**src/rtl/lobster_pkg.sv**
```systemverilog
// Shared types and constants for the lobster fetch front end and its decoder.
package lobster_pkg;

  localparam int          DEF_ADDR_WIDTH = 36;
  localparam logic [35:0] DEF_RESET_PC   = 36'hF800;

  // Fetch sequencer states.
  typedef enum logic [1:0] {
    IDLE = 2'd0,
    REQ  = 2'd1,
    DROP = 2'd2
  } fetch_state_t;

  // Instruction prefix bytes, consumed by the decoder.
  localparam logic [7:0] PREFIX_MICRO = 8'hF0;
  localparam logic [7:0] PREFIX_LONG  = 8'hF1;
  localparam logic [7:0] PREFIX_REP   = 8'hF2;

  // One prefetch entry: the fetched word together with its PC.
  typedef struct packed {
    logic [DEF_ADDR_WIDTH-1:0] pc;
    logic [63:0]               data;
  } fetch_entry_t;

endpackage

```
**src/rtl/lobster_fifo.sv**
```systemverilog
// Shift-register FIFO: entry 0 is always the head, so the head word and the
// valid/level outputs come straight from flops.
module lobster_fifo #(
  parameter int WIDTH = 8,
  parameter int DEPTH = 4
) (
  input  logic                     clk,
  input  logic                     rst,
  input  logic                     push,
  input  logic                     pop,
  input  logic                     flush,
  input  logic [WIDTH-1:0]         din,
  output logic [WIDTH-1:0]         dout,
  output logic                     valid,
  output logic [$clog2(DEPTH):0]   level
);
  localparam int LW = $clog2(DEPTH) + 1;
  localparam int IW = $clog2(DEPTH);
  localparam logic [LW-1:0] ONE  = LW'(1'b1);
  localparam logic [LW-1:0] ZERO = {LW{1'b0}};

  logic [WIDTH-1:0] q [DEPTH];
  logic             pop_ok;
  logic [LW-1:0]    level_nx;
  logic [LW-1:0]    wr_idx;

  // Next occupancy and the slot a push lands in after any same-cycle pop.
  always_comb begin
    pop_ok   = pop & (level != ZERO);
    wr_idx   = level - (pop_ok ? ONE : ZERO);
    level_nx = flush ? ZERO : (level + (push ? ONE : ZERO) - (pop_ok ? ONE : ZERO));
  end

  // Storage: shift toward the head on pop, write behind the last live entry.
  always_ff @(posedge clk or negedge rst) begin
    if (!rst) begin
      for (int i = 0; i < DEPTH; i++) q[i] <= {WIDTH{1'b0}};
    end else if (!flush) begin
      if (pop_ok) begin
        for (int i = 0; i < DEPTH - 1; i++) q[i] <= q[i+1];
      end
      if (push) q[wr_idx[IW-1:0]] <= din;
    end
  end

  // Occupancy and head-valid flags.
  always_ff @(posedge clk or negedge rst) begin
    if (!rst) begin
      level <= ZERO;
      valid <= 1'b0;
    end else begin
      level <= level_nx;
      valid <= (level_nx != ZERO);
    end
  end

  assign dout = q[0];

endmodule

```
**src/rtl/lobster_fifo_chk.sv**
```systemverilog
// Simulation checker for the prefetch FIFO: issue-time reservation must
// guarantee that a push never lands on a full FIFO without a same-cycle pop.
module lobster_fifo_chk #(
  parameter int DEPTH = 4
) (
  input logic                       clk,
  input logic                       rst,
  input logic                       push,
  input logic                       pop,
  input logic                       flush,
  input logic [$clog2(DEPTH):0]     level
);
  localparam int LW = $clog2(DEPTH) + 1;
  localparam logic [LW-1:0] DEPTH_L = LW'(DEPTH);

  a_no_overflow: assert property (@(posedge clk) disable iff (!rst)
    (push && !flush && !pop) |-> (level < DEPTH_L))
    else $error("lobster_fifo_chk: push into a full prefetch FIFO");

endmodule

```
**src/rtl/lobster_fetch.sv**
```systemverilog
// Instruction fetch stage: owns the fetch PC, issues one outstanding 64-bit
// SRAM read at a time and buffers returned words with their PCs for the decoder.
module lobster_fetch
  import lobster_pkg::*;
#(
  parameter int                    ADDR_WIDTH = DEF_ADDR_WIDTH,
  parameter logic [ADDR_WIDTH-1:0] RESET_PC   = ADDR_WIDTH'(DEF_RESET_PC),
  parameter int                    FIFO_DEPTH = 4
) (
  input  logic                          clk,
  input  logic                          rst,
  input  logic                          fetch_en,
  input  logic                          redir_valid,
  input  logic [ADDR_WIDTH-1:0]         redir_pc,
  output logic                          mem_ce,
  output logic                          mem_we,
  output logic [ADDR_WIDTH-1:0]         mem_addr,
  input  logic [63:0]                   mem_data,
  input  logic                          mem_rdy,
  output logic                          inst_valid,
  output logic [63:0]                   inst_data,
  output logic [ADDR_WIDTH-1:0]         inst_pc,
  input  logic                          inst_ready,
  output logic [$clog2(FIFO_DEPTH):0]   fifo_level
);
  localparam int LW = $clog2(FIFO_DEPTH) + 1;
  localparam int EW = ADDR_WIDTH + 64;
  localparam logic [LW-1:0]         DEPTH_L    = LW'(FIFO_DEPTH);
  localparam logic [LW-1:0]         ONE        = LW'(1'b1);
  localparam logic [LW-1:0]         ZERO       = {LW{1'b0}};
  localparam logic [ADDR_WIDTH-1:0] STEP       = {{(ADDR_WIDTH-4){1'b0}}, 4'd8};
  localparam logic [ADDR_WIDTH-1:0] ALIGN_MASK = {{(ADDR_WIDTH-3){1'b1}}, 3'b000};

  fetch_state_t          state;
  logic [ADDR_WIDTH-1:0] pc;
  logic [ADDR_WIDTH-1:0] pc_inc;
  logic [ADDR_WIDTH-1:0] target;
  logic                  push;
  logic                  pop;
  logic                  flush;
  logic [LW-1:0]         post_level;
  logic [EW-1:0]         head;

  // Handshake strobes; a redirect overrides push and pop in its cycle.
  always_comb begin
    flush      = redir_valid;
    pop        = inst_valid & inst_ready & ~redir_valid;
    push       = (state == REQ) & mem_rdy & ~redir_valid;
    pc_inc     = pc + STEP;
    target     = redir_pc & ALIGN_MASK;
    post_level = fifo_level + (push ? ONE : ZERO) - (pop ? ONE : ZERO);
  end

  // Fetch sequencer: state, PC and the registered SRAM command.
  always_ff @(posedge clk or negedge rst) begin
    if (!rst) begin
      state    <= IDLE;
      pc       <= RESET_PC;
      mem_addr <= RESET_PC;
      mem_ce   <= 1'b0;
      mem_we   <= 1'b0;
    end else begin
      mem_we <= 1'b0;
      case (state)
        IDLE: begin
          pc <= redir_valid ? target : pc;
          // A redirect empties the FIFO, so space is available whatever the level.
          if (fetch_en && (redir_valid || fifo_level < DEPTH_L)) begin
            state    <= REQ;
            mem_ce   <= 1'b1;
            mem_addr <= redir_valid ? target : pc;
          end else begin
            state  <= IDLE;
            mem_ce <= 1'b0;
          end
        end
        REQ: begin
          if (redir_valid) begin
            pc <= target;
            if (!mem_rdy) begin
              state  <= DROP;        // keep the stale address until it completes
              mem_ce <= 1'b1;
            end else if (fetch_en) begin
              state    <= REQ;
              mem_ce   <= 1'b1;
              mem_addr <= target;
            end else begin
              state  <= IDLE;
              mem_ce <= 1'b0;
            end
          end else if (mem_rdy) begin
            pc <= pc_inc;
            if (fetch_en && post_level < DEPTH_L) begin
              state    <= REQ;
              mem_ce   <= 1'b1;
              mem_addr <= pc_inc;
            end else begin
              state  <= IDLE;
              mem_ce <= 1'b0;
            end
          end else begin
            state  <= REQ;
            mem_ce <= 1'b1;
          end
        end
        DROP: begin
          pc <= redir_valid ? target : pc;
          if (mem_rdy && fetch_en) begin
            state    <= REQ;
            mem_ce   <= 1'b1;
            mem_addr <= redir_valid ? target : pc;
          end else if (mem_rdy) begin
            state  <= IDLE;
            mem_ce <= 1'b0;
          end else begin
            state  <= DROP;
            mem_ce <= 1'b1;
          end
        end
        default: begin
          state  <= IDLE;
          mem_ce <= 1'b0;
        end
      endcase
    end
  end

  lobster_fifo #(
    .WIDTH (EW),
    .DEPTH (FIFO_DEPTH)
  ) u_fifo (
    .clk   (clk),
    .rst   (rst),
    .push  (push),
    .pop   (pop),
    .flush (flush),
    .din   ({mem_addr, mem_data}),
    .dout  (head),
    .valid (inst_valid),
    .level (fifo_level)
  );

  lobster_fifo_chk #(
    .DEPTH (FIFO_DEPTH)
  ) u_fifo_chk (
    .clk   (clk),
    .rst   (rst),
    .push  (push),
    .pop   (pop),
    .flush (flush),
    .level (fifo_level)
  );

  assign inst_pc   = head[EW-1:64];
  assign inst_data = head[63:0];

endmodule
```
**config.mk**
```make
export PLATFORM = sky130hd
export DESIGN_NAME = lobster_fetch
export DESIGN_NICKNAME = d
export VERILOG_FILES = /design/src/rtl/lobster_pkg.sv /design/src/rtl/lobster_fifo.sv /design/src/rtl/lobster_fifo_chk.sv /design/src/rtl/lobster_fetch.sv
export SDC_FILE = /design/constraint.sdc
export NUM_CORES = 1
export LEC_CHECK = 0
export CAP_MARGIN = 5
export CORE_UTILIZATION = 25
export DETAILED_ROUTE_END_ITERATION = 10
export GPL_TIMING_DRIVEN = 0
export PLACE_DENSITY_LB_ADDON = 0.25
export SLEW_MARGIN = 0
export SYNTH_ARGS = -nofsm -noshare
export SYNTH_HDL_FRONTEND = slang
export SYNTH_HIERARCHICAL = 1
export SYNTH_SLANG_ARGS = --single-unit
```
**constraint.sdc**
```tcl
create_clock -name clk -period 3.85 [get_ports clk]
set_input_delay 1.155 -clock clk [delete_from_list [all_inputs] [get_ports clk]]
set_output_delay 1.155 -clock clk [all_outputs]
set_load 0.01 [all_outputs]
```
# After elaboration in Yosys (flattened, before gate mapping)
# Index checks and enable logic that the tools add are counted.
# word_totals
input_bits	106
out_inout_bits	142
register_bits	479
word_cells	88
# op_classes
n_lt_le_gt_ge	4
eq_ne	8
bitwise_logic	7
add_sub_neg	5
reduce_logical	14
mux	40
# ops
op	count
300-bit two-way mux	2
400-bit bitwise mux	1
400-bit two-way mux	1
36-bit two-way mux	10
100-bit demux with 2-bit select	1
36-bit case mux with 3 select lines	1
100-bit two-way mux	1
36-bit case mux with 2 select lines	1
36-bit by 4-bit adder with 36-bit output, second input constant	1
1-bit two-way mux	14
2-bit two-way mux	5
3-bit nonzero test	3
3-bit < comparator, second input constant	2
2-bit != test, second input constant	3
3-bit != test, second input constant	2
2-bit case mux with 3 select lines	1
6-bit AND reduction	1
1-bit AND	5
1-bit logical AND	4
2-bit AND reduction	2
3-bit by 1-bit adder with 3-bit output	1
3-bit greater-or-equal comparator, second input constant	1
3-bit by 1-bit < comparator with 1-bit output, second input constant	1
3-bit two-way mux	1
other kinds (13)	13

# Longest topological paths before layout
# depth
word_depth	12
mapped_depth	15
mapped_depth_nobuf	12

# Hierarchy
# Netlist, hierarchy kept.
# modules_own_cells
module	area_each_um2	cells_per_inst	seq_area_each_um2	instances
lobster_fifo	17670.7	1361	10109.7	1
lobster_fetch	5109.9	590	1889.3	1

# Least setup slack after synthesis
# OpenSTA, ideal clock, no wires.
# synth_timing
path_kind	input-to-reg
from	input redir_valid
to	register mem_addr[16]
cell_stages	14
required_ns	3.725
setup_time_ns	0.125
arrival_time_ns	4.223
n_path_buf	4
setup_slack_ns	-0.498
path_cell_list	clkbuf_1 -> clkinv_1 -> clkbuf_1 -> clkbuf_1 -> and3_1 -> ha_1 -> inv_1 -> ha_1 -> and3b_1 -> nor3_1 -> o311ai_0 -> nand2_1 -> clkbuf_1 -> mux2_2
# synth_via
word_cells_on_any_way	20
classes_between	2 x add/sub; 1 x order compare; 3 x eq/ne; 7 x mux; 3 x bitwise; 4 x reduce/logical
# synth_rtl
item	line_no	source
from (decl)	lobster_fetch.sv:13	input logic redir_valid,
1-bit NOT (no source line)	-	
1-bit AND	lobster_fetch.sv:47	pop = inst_valid & inst_ready & ~redir_valid;
via pop	lobster_fetch.sv:39	logic pop;
1-bit two-way mux	lobster_fetch.sv:51	post_level = fifo_level + (push ? ONE : ZERO) - (pop ? ONE : ZERO);
3-bit by 1-bit subtractor with 3-bit output	lobster_fetch.sv:51	
3-bit < comparator	lobster_fetch.sv:93	if (fetch_en && post_level < DEPTH_L) begin
1-bit logical AND	lobster_fetch.sv:93	
3-bit by 2-bit != test with 1-bit output (no source line)	-	
6-bit AND reduction (no source line)	-	
to (signal assigned)	lobster_fetch.sv:86	mem_addr <= target;
to (signal assigned)	lobster_fetch.sv:96	mem_addr <= pc_inc;
to (signal assigned)	lobster_fetch.sv:111	mem_addr <= redir_valid ? target : pc;
to (decl)	lobster_fetch.sv:17	output logic [ADDR_WIDTH-1:0] mem_addr,
# The timed path passes the listed nets, and every way through them passes these cells. The select of a mux whose other input is x is not followed.
# A chain may end at the register's enable or synchronous reset.

# Final worst setup path
# layout_timing
from	input redir_valid
to	register u_fifo/q[153] (netlist name)
# layout_via
word_cells_on_any_way	16
classes_between	1 x add/sub; 2 x order compare; 7 x mux; 5 x bitwise; 1 x reduce/logical
# layout_rtl
item	line_no	source
1-bit NOT (no source line)	-	
1-bit AND	lobster_fetch.sv:48	push = (state == REQ) & mem_rdy & ~redir_valid;
via push	lobster_fetch.sv:38	logic push;
400-bit two-way mux	lobster_fifo.sv:42	if (push) q[wr_idx[IW-1:0]] <= din;
to (signal, indexed assignment)	lobster_fifo.sv:42	
to (decl)	lobster_fifo.sv:22	logic [WIDTH-1:0] q [DEPTH];
# The timed path passes the listed nets, and every way through them passes these cells. The select of a mux whose other input is x is not followed.

==> metrics <==
status finished, final reports clean; DR iter-0 viols 1307; Reg area 12000 µm²; top_reg_cell synth dfrtp_1; distinct cell type count after synthesis 74; crit path time final 3730 ps; Post-synth EDFFs 0; power share of the clock group 0.296; RD Place Congestion 0.902; relative slew slack 0.176; worst r2r path cells 10; hold path depth 1; synthesized area per cell 11.7 µm²; CP endpoint kind flop; Min Hold Slack 481 ps; width of the die 304 µm; Worst-path clk slew 60 ps; top routing layer in use met4; Seq/Total Area, Yosys 0.527; Cell Rows 110; Initial Util 0.253; P per Cell Area 617 nW/µm²; max cap viols 0; ratio of cells with drive above 1 in the final layout 0.178; WL per Instance 20.6 µm; worst min-delay path category reg2reg; Int Pwr 12300 µW; Setup Skew 18.2 ps; Die H 304 µm; CP Max Fanout 15; final period utilization 0.970; worst-margin pin slew 1220 ps; Post-DRT Antenna Nets 0; CP startpoint kind primary input; All-Layer GR Usage 0.154; Final WS setup 116 ps; area of the mapped netlist 22800 µm²; die area 92300 µm²; largest vdd supply drop 0.342 mV; CTS H-tree lvls 2; Root Buffer clkbuf_16; grt ovf 0; router iterations before antenna repair 5; clock sink count 479; largest net degree at the start of global routing 118; P_sw 5510 µW; port bufs 243; routed wl met2 33200 µm; nets@finish 2376; DP Worst Slack -2210 ps; CTS tree built; Clock Latency Late Sink 610 ps; combinational power share 0.294; TNS Setup 0 ps; Met1 Wirelength 32100 µm; core area 90100 µm²; Max Fclk 268 MHz; crit path DAT 4270 ps; Remaining DRCs 0; first-pass GRT wire length 111000 µm; ys async rst share 1.00; Final setup viols 0; Synth-to-Final Area Change 26.8%; antenna violations before repair 3; I/O pin count 248; WL final 71800 µm; Worst R2R Start state[0]$_DFF_PN0_; Num CTS Buffers 56; DR vias/cell 4.93; Hold Vio Cnt, Final 0; Post-Synthesis Cells 1951; DP HPWL 52400 µm; #FFs+latches synth 479; hold_sp pc[2]$_DFFE_PN0P_; worst path required time 4390 ps; RSZ-0062 raised after global routing false; Switching Fraction 0.309; Seq pwr share 0.410; register-to-register setup slack 380 ps; CTS Buffer Depth 3; Vias 17202; Mapped Nets 2063; RR Endpoint u_fifo/dout[1]$_DFFE_PN0N_; vias in the first global route 17876; critical setup path kind in2reg; number of buffers inserted by hold repair at cts 0; fill count 9066; LEAKAGE 0.0131 µW; Yosys warning count 6; fin. max-slew vios 0; metal3 WL 4560 µm; Multi-input gate area 9240 µm²; Hold EP pc[2]$_DFFE_PN0P_
-- routing by layer --
metal | GRT usage | up-vias
li1 | - | 7944
met2 | 0.249 | 581
met1 | 0.206 | 8560
met5 | 0 | -
met4 | 0.0471 | 0
met3 | 0.0306 | 117
-- final cells by class --
class                      count  share of cell area
timing repair buffer         261              0.0930
tap                         1176              0.0509
inverter                      18             0.00238
multi-input combinational   1178               0.320
clock buffer                  83              0.0576
clock inverter                20             0.00589
buffer                       270              0.0548
sequential                   479               0.415
antenna                        2            0.000173
-- synthesized netlist by cell type, types with 11 or more instances --
cell type / count / share of area
nor4_1: 15 / 0.0041
mux2_1: 33 / 0.016
dfrtp_1: 469 / 0.52
mux2_2: 93 / 0.046
o211ai_1: 12 / 0.0040
buf_4: 113 / 0.037
o21ai_0: 25 / 0.0055
nor2_1: 48 / 0.0079
nor2b_1: 14 / 0.0038
nand3_1: 14 / 0.0031
nand2b_1: 11 / 0.0030
nand2_1: 46 / 0.0076
inv_1: 16 / 0.0026
o31ai_1: 11 / 0.0036
xnor2_1: 18 / 0.0069
a221o_1: 304 / 0.13
clkbuf_1: 114 / 0.019
nand4_1: 20 / 0.0055
and2_1: 207 / 0.057
and3_1: 104 / 0.029
nor3_1: 35 / 0.0077
buf_2: 40 / 0.0088
a21oi_1: 29 / 0.0064
-- cells in the final DEF (no fill, tap or decap), types with 33 or more instances in the layout --
master,synthesis,final
dfrtp_1,469,469
a221o_1,304,304
clkdlybuf4s50_1,0,240
and2_1,207,207
buf_4,113,121
clkbuf_1,114,109
and3_1,104,103
mux2_2,93,93
clkbuf_16,0,57
nor2_1,48,48
nand2_1,46,45
buf_2,40,42
nor3_1,35,34
mux2_1,33,33
-- kinds of logic (layout without fill, tap and decap cells) --
logic type / Yosys count / count (layout) / synth area share
and+or+nand+nor: 556 / 556 / 0.143
DFF: 479 / 479 / 0.527
AOI/OAI and AO/OA: 456 / 456 / 0.180
buffers and inverters: 294 / 652 / 0.0710
muxes: 131 / 131 / 0.0645
xor gates and xnor gates: 28 / 28 / 0.0108
adders and majority gates: 6 / 6 / 0.00363
other: 1 / 3 / 0.000165
-- power by group through the flow --
| stage | Clock, µW | Combinational [µW] | Sequential (µW) |
|---|---|---|---|
| after detailed placement | 0 | 5280 | 7390 |
| after global placement | 0 | 5200 | 7390 |
| final | 5280 | 5250 | 7310 |
| after floorplan | 0 | 2880 | 6910 |
| after CTS | 5460 | 5320 | 7310 |
| after global routing | 5660 | 5660 | 7470 |
-- worst max path at each step --
stage,cells after the start,end,startpoint
floorplan,14,mem_addr[16]$_DFFE_PN0P_,redir_valid
global placement,1,u_fifo/dout[23]$_DFFE_PN0N_,rst
detailed placement,11,u_fifo/q[153]$_DFFE_PN0N_,redir_valid
CTS,14,mem_addr[16]$_DFFE_PN0P_,redir_valid
global route,10,u_fifo/dout[1]$_DFFE_PN0N_,mem_rdy
finish,11,u_fifo/q[153]$_DFFE_PN0N_,redir_valid
-- metrics by stage --
stage           util  cell area (µm²)  power (µW)  instances
4_1_cts        0.320            28900       18100       3487
6_report       0.320            28900       17800       3487
3_5_place_dp   0.299            26900       12700       3380
2_1_floorplan      -            22800        9790       1951
3_3_place_gp   0.296            26700       12600       3370
5_1_grt        0.320            28900       18800       3485
-- critical path, stage by stage --
cell	delay, ps
clkdlybuf4s15_2	270
clkbuf_8	210
nor2b_1	200
nand2_1	210
inv_1	200
clkbuf_4	360
nand2b_1	190
nor4_1	180
buf_2	530
clkbuf_1	480
a221o_1	250
-- timing repair --
action / in CTS / in global routing
resized for setup: 22 / 11
endpoints found under the setup margin: 441 / 273
pin swaps: 4 / 1
setup buffers: 7 / 1
(Power assumes the default switching activity.)
